**src/rtl/lfsr_rng_pool.sv**
```systemverilog
// Galois-LFSR random-number source with entropy reseeding, a zero-lockup guard,
// a read handshake and a GAP-step decorrelation interval between delivered words.
module lfsr_rng_pool #(
  parameter int                 WIDTH      = 16,
  parameter logic [WIDTH-1:0]   TAPS       = 16'hB400,
  parameter int                 OUT_BITS   = 16,
  parameter int                 NUM_INPUTS = 8,
  parameter int                 GAP        = 4
) (
  input  logic                  clk,
  input  logic                  rst,
  input  logic                  calib_done,
  input  logic [NUM_INPUTS-1:0] buf_inputs,
  input  logic                  rd_en,
  output logic [OUT_BITS-1:0]   rnd,
  output logic                  rnd_valid
);

  localparam int GW = (GAP > 1) ? $clog2(GAP) : 1;

  typedef enum logic [1:0] {
    WAIT_SEED,
    FILL,
    READY
  } fsm_e;

  fsm_e                  fsm;
  logic [WIDTH-1:0]      state;
  logic [WIDTH-1:0]      counter;
  logic                  prev_calib;
  logic [NUM_INPUTS-1:0] prev_inputs;
  logic [GW-1:0]         gap_cnt;

  logic                  calib_rise;
  logic                  seed_evt;
  logic [WIDTH-1:0]      mixed;
  logic [WIDTH-1:0]      stepped;

  assign calib_rise = calib_done & ~prev_calib;
  assign seed_evt   = calib_rise | (buf_inputs != prev_inputs);
  assign mixed      = state ^ counter;
  assign stepped    = (state >> 1) ^ (state[0] ? TAPS : '0);

  // NOTE: every register here is assigned with <= so all of them update from the
  // same pre-edge values; FILL's capture of state relies on seeing the old value.
  always_ff @(posedge clk) begin
    if (rst) begin
      state       <= WIDTH'(1);
      counter     <= '0;
      prev_calib  <= 1'b0;
      // Track the live inputs so leaving reset is not mistaken for a change.
      prev_inputs <= buf_inputs;
      rnd         <= '0;
      rnd_valid   <= 1'b0;
      fsm         <= WAIT_SEED;
      gap_cnt     <= '0;
    end else begin
      prev_calib  <= calib_done;
      prev_inputs <= buf_inputs;

      // A zero mix would lock the LFSR forever, so it is forced to 1.
      if (seed_evt) begin
        state   <= (mixed == '0) ? WIDTH'(1) : mixed;
        counter <= '0;
      end else begin
        state   <= stepped;
        counter <= counter + 1'b1;
      end

      case (fsm)
        WAIT_SEED: begin
          if (calib_rise) begin
            fsm     <= FILL;
            gap_cnt <= GW'(GAP - 1);
          end
        end
        FILL: begin
          if (gap_cnt == '0) begin
            rnd       <= state[OUT_BITS-1:0];
            rnd_valid <= 1'b1;
            fsm       <= READY;
          end else begin
            gap_cnt <= gap_cnt - 1'b1;
          end
        end
        READY: begin
          if (rd_en) begin
            fsm       <= FILL;
            gap_cnt   <= GW'(GAP - 1);
            rnd_valid <= 1'b0;
          end
        end
        default: fsm <= WAIT_SEED;
      endcase
    end
  end

endmodule

```
**config.mk**
```make
export PLATFORM = sky130hd
export DESIGN_NAME = lfsr_rng_pool
export DESIGN_NICKNAME = d
export VERILOG_FILES = /design/src/rtl/lfsr_rng_pool.sv
export SDC_FILE = /design/constraint.sdc
export NUM_CORES = 1
export LEC_CHECK = 0
export ABC_AREA = 1
export CAP_MARGIN = 30
export CORE_ASPECT_RATIO = 0.6
export CORE_UTILIZATION = 30
export CTS_CLUSTER_SIZE = 16
export DETAILED_ROUTE_END_ITERATION = 16
export SETUP_SLACK_MARGIN = 0.02
export SLEW_MARGIN = 20
export SYNTH_ARGS = -nofsm -noshare
export SYNTH_HDL_FRONTEND = slang
export SYNTH_SLANG_ARGS = --single-unit
```
**constraint.sdc**
```tcl
create_clock -name clk -period 2.6 [get_ports clk]
set_input_delay 0.26 -clock clk [delete_from_list [all_inputs] [get_ports clk]]
set_output_delay 0.26 -clock clk [all_outputs]
set_load 0.02 [all_outputs]
```
==> results of run 1 <==
## flip-flops by register name, summed over array words and instances (netlist names)
| name | flops |
|---|---|
| counter | 16 |
| rnd | 16 |
| state | 16 |
| prev_inputs | 8 |
| fsm | 2 |
| gap_cnt | 2 |
| prev_calib | 1 |
| rnd_valid | 1 |
## power groups by stage
stage / clock network [uW] / registers, uW / logic [uW]
final: 1480 / 983 / 160
after global routing: 1560 / 985 / 181
after CTS: 1510 / 983 / 160
after detailed placement: 0 / 1000 / 160
after global placement: 0 / 1000 / 159
after floorplan: 0 / 1010 / 100
## logic make-up after synthesis
group	synth area share, %
simple gates	32.2
buf+inv	9.64
flops	45.3
compound gates	8.09
xor+xnor	3.84
fa+ha+maj	0.914
## area by class of cell
class	count	area, sq um
Clock buffer	10	239
Clock inverter	6	133
Fill cell	879	5190
Inverter	52	195
Multi-Input combinational cell	261	1230
Sequential cell	62	1240
Tap cell	112	140
Timing Repair Buffer	32	310
## metrics by stage
stage / worst slack (ns) / hold WS (ns) / utilization, %
floorplan: 1.28 / 0.288 / -
global placement: 0.594 / 0.444 / 35.9
detailed placement: 0.534 / 0.451 / 35.9
CTS: 0.869 / 0.424 / 40.2
global route: 0.671 / 0.425 / 40.2
finish: 0.882 / 0.432 / 40.2
## layer usage
layer	part of all wire (%)	GRT usage, %	wire, um
met1	56	21.3	3450
met2	37	17.7	2280
met3	6.6	5.13	407
met4	0.28	4.76	17
met5	0	0	0
## layout by cell type (no fill, tap or decap), drive strengths merged
cell / count
nand2: 105
dfxtp: 62
inv: 52
nor2: 43
nand3: 40
clkdlybuf4s50: 28
a21oi: 26
o21ai: 17
xor2: 12
clkbuf: 10
nor3: 7
nand4: 5
bufinv: 4
buf: 4
or2: 2
ha: 2
nand3b: 1
a31oi: 1
clkinvlp: 1
clkinv: 1
## path summary, 6_finish.rpt
check	from	endpoint	slack [ns]	cells after the start
setup / recovery	buf_inputs[7]	state[11]$_SDFF_PP0_	0.88	10
hold / removal	buf_inputs[4]	prev_inputs[4]$_DFF_P_	0.43	1
setup reg to reg	gap_cnt[0]$_SDFFE_PP0P_	rnd[15]$_SDFFE_PP0P_	0.90	5
hold reg to reg	gap_cnt[1]$_SDFFE_PP0P_	gap_cnt[1]$_SDFFE_PP0P_	0.45	2
## critical path, stage by stage
cell and delay [ns]:
clkdlybuf4s50_1 0.50, inv_1 0.05, nand2_1 0.05, nand2_1 0.05, nor2_1 0.12, nand2_1 0.07
nor2_2 0.18, nand2_1 0.37, nand3_1 0.19, o21ai_0 0.09
==> flow_metrics.py, run 1 <==
metrics = {
    "global_routing": {
        "grtUsageTotal_pct": 14.1,
        "gr-total-overflow": 0,
        "grt_pass1_wl_um": 10400,
        "antenna_found_initial": 0,
        "grt_max_degree": 30,
        "grt_pass1_vias": 2107,
    },
    "sta": {
        "layout_min_cycle_time_ns": 1.72,
        "slew_violations": 0,
        "setup-tns-final_ns": 0,
        "hold_viol": 0,
        "worst_pin_slew_ns": 0.663,
        "grt_setup_unrepaired": "false",
        "fmaxAchievable_mhz": 582,
        "max-slew-margin-rel_pct": 55.8,
        "setup_violations": 0,
        "fin_skew_ns": 0.00622,
        "period_share_pct": 66.1,
    },
    "run": {
        "maxCapViolations": 0,
    },
    "synthesis": {
        "synthTopCellsByCount": "103 x nand2_1, 62 x dfxtp_1, 51 x inv_1",
        "netlist_instances": 387,
        "syn_avg_cell_area_sq_um": 7.08,
        "synth-seq-area-share_pct": 45.3,
        "ys_async_sr_fraction_pct": 0,
        "yosys.area.top_type_share_pct": 45.3,
        "synthFlopType": "dfxtp_1",
        "ys.warnings.count": 0,
        "synth_area_leaders": "dfxtp_1 45%, nand2_1 14%, nand3_1 7.1%, inv_1 7.0%, nor2_1 5.5%",
        "synth.most_common_cell": "nand2_1",
        "synth_top_area_cell": "dfxtp_1",
        "syn-num-nets": 401,
        "synthesis.area_sq_mm": 0.00274,
        "ys_types": 23,
        "synth_edf_count": 0,
        "synth-seq-cells": 62,
    },
    "critical_path": {
        "cp.arrival_ns": 1.92,
        "worstPathRequired_ns": 2.80,
        "cp_max_fo": 16,
        "critical_path_class": "input pin to flop",
        "cp-start-kind": "input pin",
        "end_kind": "flop",
    },
    "finish": {
        "finalNetCount": 432,
        "design_area_sq_mm": 0.00349,
        "diodes": 0,
        "drive_above_1_share_pct": 7.33,
        "area_delta_synth_final_pct": 27.5,
        "stdcell_count": 535,
    },
    "pwr": {
        "switching_share_pct": 20.4,
        "p_per_area_mw_per_mm2": 751,
        "pwr-share-clk_pct": 56.4,
        "vdd_drop_max_uv": 346,
        "p_int_uw": 2090,
        "total_power_uw": 2620,
        "seq_power_share_pct": 37.5,
        "comb_power_share_pct": 6.1,
        "p_leak_uw": 0.00135,
        "p_sw_uw": 535,
    },
    "clock_tree": {
        "hold_buffers": 0,
        "cts-htree-levels": 3,
        "cts_buffers": 9,
        "cts_setup_buffers": 0,
        "clk_pin_slew_ns": 0.05,
        "clkLatencyLatePin_ns": 0.33,
        "root_buffer": "clkbuf_16",
        "cts_tree": "done",
        "cts_resized": 0,
        "cts.path.max_buffers": 2,
        "numClockSinks": 62,
    },
    "route": {
        "dr.pass1.iters": 12,
        "vias": 2393,
        "routedWlPerCell_um": 11.5,
        "drc": 0,
        "route.antenna.remaining_nets": 0,
        "drt-total-wl_um": 6160,
        "via_per_inst": 4.47,
        "first_iter_violations": 133,
    },
    "outcome": {
        "outcome": "completed",
    },
    "placed_design": {
        "numPlacedInstances": 519,
        "gp_congestion": 0.867,
        "portBuffers": 28,
        "placed_cell_area_sq_mm": 0.00312,
        "hpwlAfterDp_um": 4480,
    },
    "floorplanning": {
        "die_h_um": 76.0,
        "die_area_sq_mm": 0.00953,
        "io-pin-count": 29,
        "die_w_um": 125,
        "core.rowCount": 26,
        "core-area_sq_mm": 0.00869,
        "start_util_pct": 31.5,
    },
    "min_path": {
        "hold_path.class": "input pin to flop",
    },
}
No activity file was read; power rests on OpenSTA's default activity.
==> run 2: changes to the inputs <==
clock period = 1.6 ns   (was 2.6 ns; I/O delays follow)
==> run 2 against run 1 <==
The run now ends with DRC left. Sequential power grew 63%. Clock power grew 39%. Flip-flop and latch count is the same. Register-to-register slack lost 0.75 ns. Hold slack lost 0.11 ns. Total power grew 50%. Combinational power grew 78%. Count of clock-buffer cells in the layout grew 3. Core utilization grew 0.71 points. Die area is the same. Non-clock buffer count grew 9. Critical endpoint is now rnd[5]. Largest cell class is now multi-input gates.
==> flow_metrics.py, run 2 (synthesis results as in run 1) <==
metrics = {
    "critical_path": {
        "r2r-end": "counter[14]$_SDFF_PP0_",
        "cp-start-kind": "flop",
        "cp_max_fo": 2,
        "slowest_stage": "clkdlybuf4s50_1",
        "critPathMaxStageDelay_ns": 0.63,
        "r2r_slack_ns": 0.15,
        "cp.arrival_ns": 1.29,
        "path_buf_inv": 1,
        "cp_top_family": "buffers and inverters",
        "critical_path_class": "flop to output port",
        "r2r_start": "counter[1]$_SDFF_PP0_",
        "end_kind": "output port",
        "crit_chain": "clkdlybuf4s50_1",
        "worstPathRequired_ns": 1.44,
        "reg2reg_depth": 6,
    },
    "clock_tree": {
        "cts_setup_buffers": 0,
        "cts-htree-levels": 3,
        "clk_pin_slew_ns": 0.05,
        "numClockSinks": 62,
        "root_buffer": "clkbuf_16",
        "cts.path.max_buffers": 2,
        "hold_buffers": 0,
        "clkLatencyLatePin_ns": 0.33,
        "cts_buffers": 9,
        "cts_tree": "done",
    },
    "sta": {
        "max-slew-margin-rel_pct": 75.5,
        "setup_violations": 0,
        "fin_skew_ns": 0.00687,
        "layout_min_cycle_time_ns": 1.45,
        "slew_violations": 0,
        "hold_viol": 0,
        "grt_setup_unrepaired": "false",
        "hold_ws_ns": 0.326,
        "period_share_pct": 90.6,
        "worst_pin_slew_ns": 0.366,
        "fmaxAchievable_mhz": 690,
    },
    "global_routing": {
        "gr-total-overflow": 0,
        "grt_max_degree": 30,
        "grt_pass1_wl_um": 10600,
        "grtUsageTotal_pct": 14.7,
        "antenna_found_initial": 0,
        "grt_pass1_vias": 2201,
    },
    "floorplanning": {
        "start_util_pct": 31.5,
        "die_area_sq_mm": 0.00953,
        "io-pin-count": 29,
        "core-area_sq_mm": 0.00869,
        "die_h_um": 76.0,
        "core.rowCount": 26,
        "die_w_um": 125,
    },
    "finish": {
        "top_regs": "counter (16), rnd (16), state (16)",
        "diodes": 0,
        "layout_commonest_cell": "nand2_1",
        "area_delta_synth_final_pct": 29.7,
        "final_cell_mix": "102 x nand2_1, 60 x dfxtp_1, 51 x inv_1",
        "drive_above_1_share_pct": 10.4,
        "finalNetCount": 441,
        "n_fill_cell": 868,
    },
    "min_path": {
        "min_from": "buf_inputs[2]",
        "hold_path_depth": 1,
        "hold_path.class": "input pin to flop",
        "min_to": "prev_inputs[2]$_DFF_P_",
    },
    "route": {
        "wl_met2_um": 2280,
        "highest_layer": "met4",
        "dr.pass1.iters": 12,
        "drc": 2,
        "met3WireLength_um": 293,
        "via_per_inst": 4.39,
        "routedWlPerCell_um": 11.3,
        "wirelength_met1_um": 3560,
        "vias": 2388,
        "drt-total-wl_um": 6170,
        "route.antenna.remaining_nets": 0,
        "first_iter_violations": 142,
    },
    "pwr": {
        "switching_share_pct": 22.1,
        "total_power_uw": 3930,
        "p_leak_uw": 0.00139,
        "vdd_drop_max_uv": 494,
        "comb_power_share_pct": 7.2,
        "p_int_uw": 3060,
        "p_sw_uw": 868,
        "seq_power_share_pct": 40.7,
        "p_per_area_mw_per_mm2": 1110,
        "pwr-share-clk_pct": 52.1,
    },
    "placed_design": {
        "gp_congestion": 0.832,
        "portBuffers": 28,
        "hpwlAfterDp_um": 4570,
    },
    "outcome": {
        "outcome": "finished, violations left",
        "violations": "DRC",
    },
    "run": {
        "maxCapViolations": 0,
    },
}
[run 2: area by class of cell]
class                      instances  area (sq um)  area share (%)
clock buffer                      13           280            7.89
clock inverter                     3          40.0            1.13
inverter                          52           195            5.49
multi-input combinational        261          1250            35.2
sequential                        62          1240            35.0
tap                              112           140            3.94
timing repair buffer              41           403            11.3
[run 2: power groups by stage]
stage	Sequential, uW	Combinational, uW	Clock (uW)
2_1_floorplan	1640	163	0
3_3_place_gp	1630	284	0
3_5_place_dp	1630	287	0
4_1_cts	1600	289	2110
5_1_grt	1600	322	2200
6_report	1600	284	2050
[run 2: worst max-delay path by stage]
stage | start | to | slack [ns] | depth (start not counted)
global placement | buf_inputs[7] | state[4]$_SDFF_PP0_ | -0.14 | 10
floorplan | gap_cnt[0]$_SDFFE_PP0P_ | rnd[10]$_SDFFE_PP0P_ | 0.28 | 6
CTS | counter[1]$_SDFF_PP0_ | counter[12]$_SDFF_PP0_ | 0.06 | 8
finish | rnd[5]$_SDFFE_PP0P_ | rnd[5] | 0.15 | 1
global route | counter[1]$_SDFF_PP0_ | counter[14]$_SDFF_PP0_ | 0.04 | 6
detailed placement | buf_inputs[7] | state[4]$_SDFF_PP0_ | -0.12 | 10
[run 2: per-stage QoR]
step | instances | utilization, % | setup WS (ns) | setup TNS (ns) | cell area, sq um
2_1_floorplan | 387 | - | 0.277 | 0 | 2740
3_3_place_gp | 528 | 37.0 | -0.142 | -1.11 | 3210
3_5_place_dp | 528 | 37.0 | -0.123 | -1.18 | 3210
4_1_cts | 544 | 40.7 | 0.0601 | 0 | 3530
5_1_grt | 544 | 40.9 | 0.0373 | 0 | 3550
6_report | 544 | 40.9 | 0.150 | 0 | 3550
[run 2: timing repair]
action,4_1_cts,5_1_grt
endpoints found under the setup margin,0,3
resized for setup,0,8
hold endpoints to repair,0,0
[run 2: routing by layer]
metal	vias to the layer above	global-route usage [%]
met4	0	4.39
met3	4	7.16
met1	1042	21.3
met5	-	0
li1	1301	-
met2	41	18.6
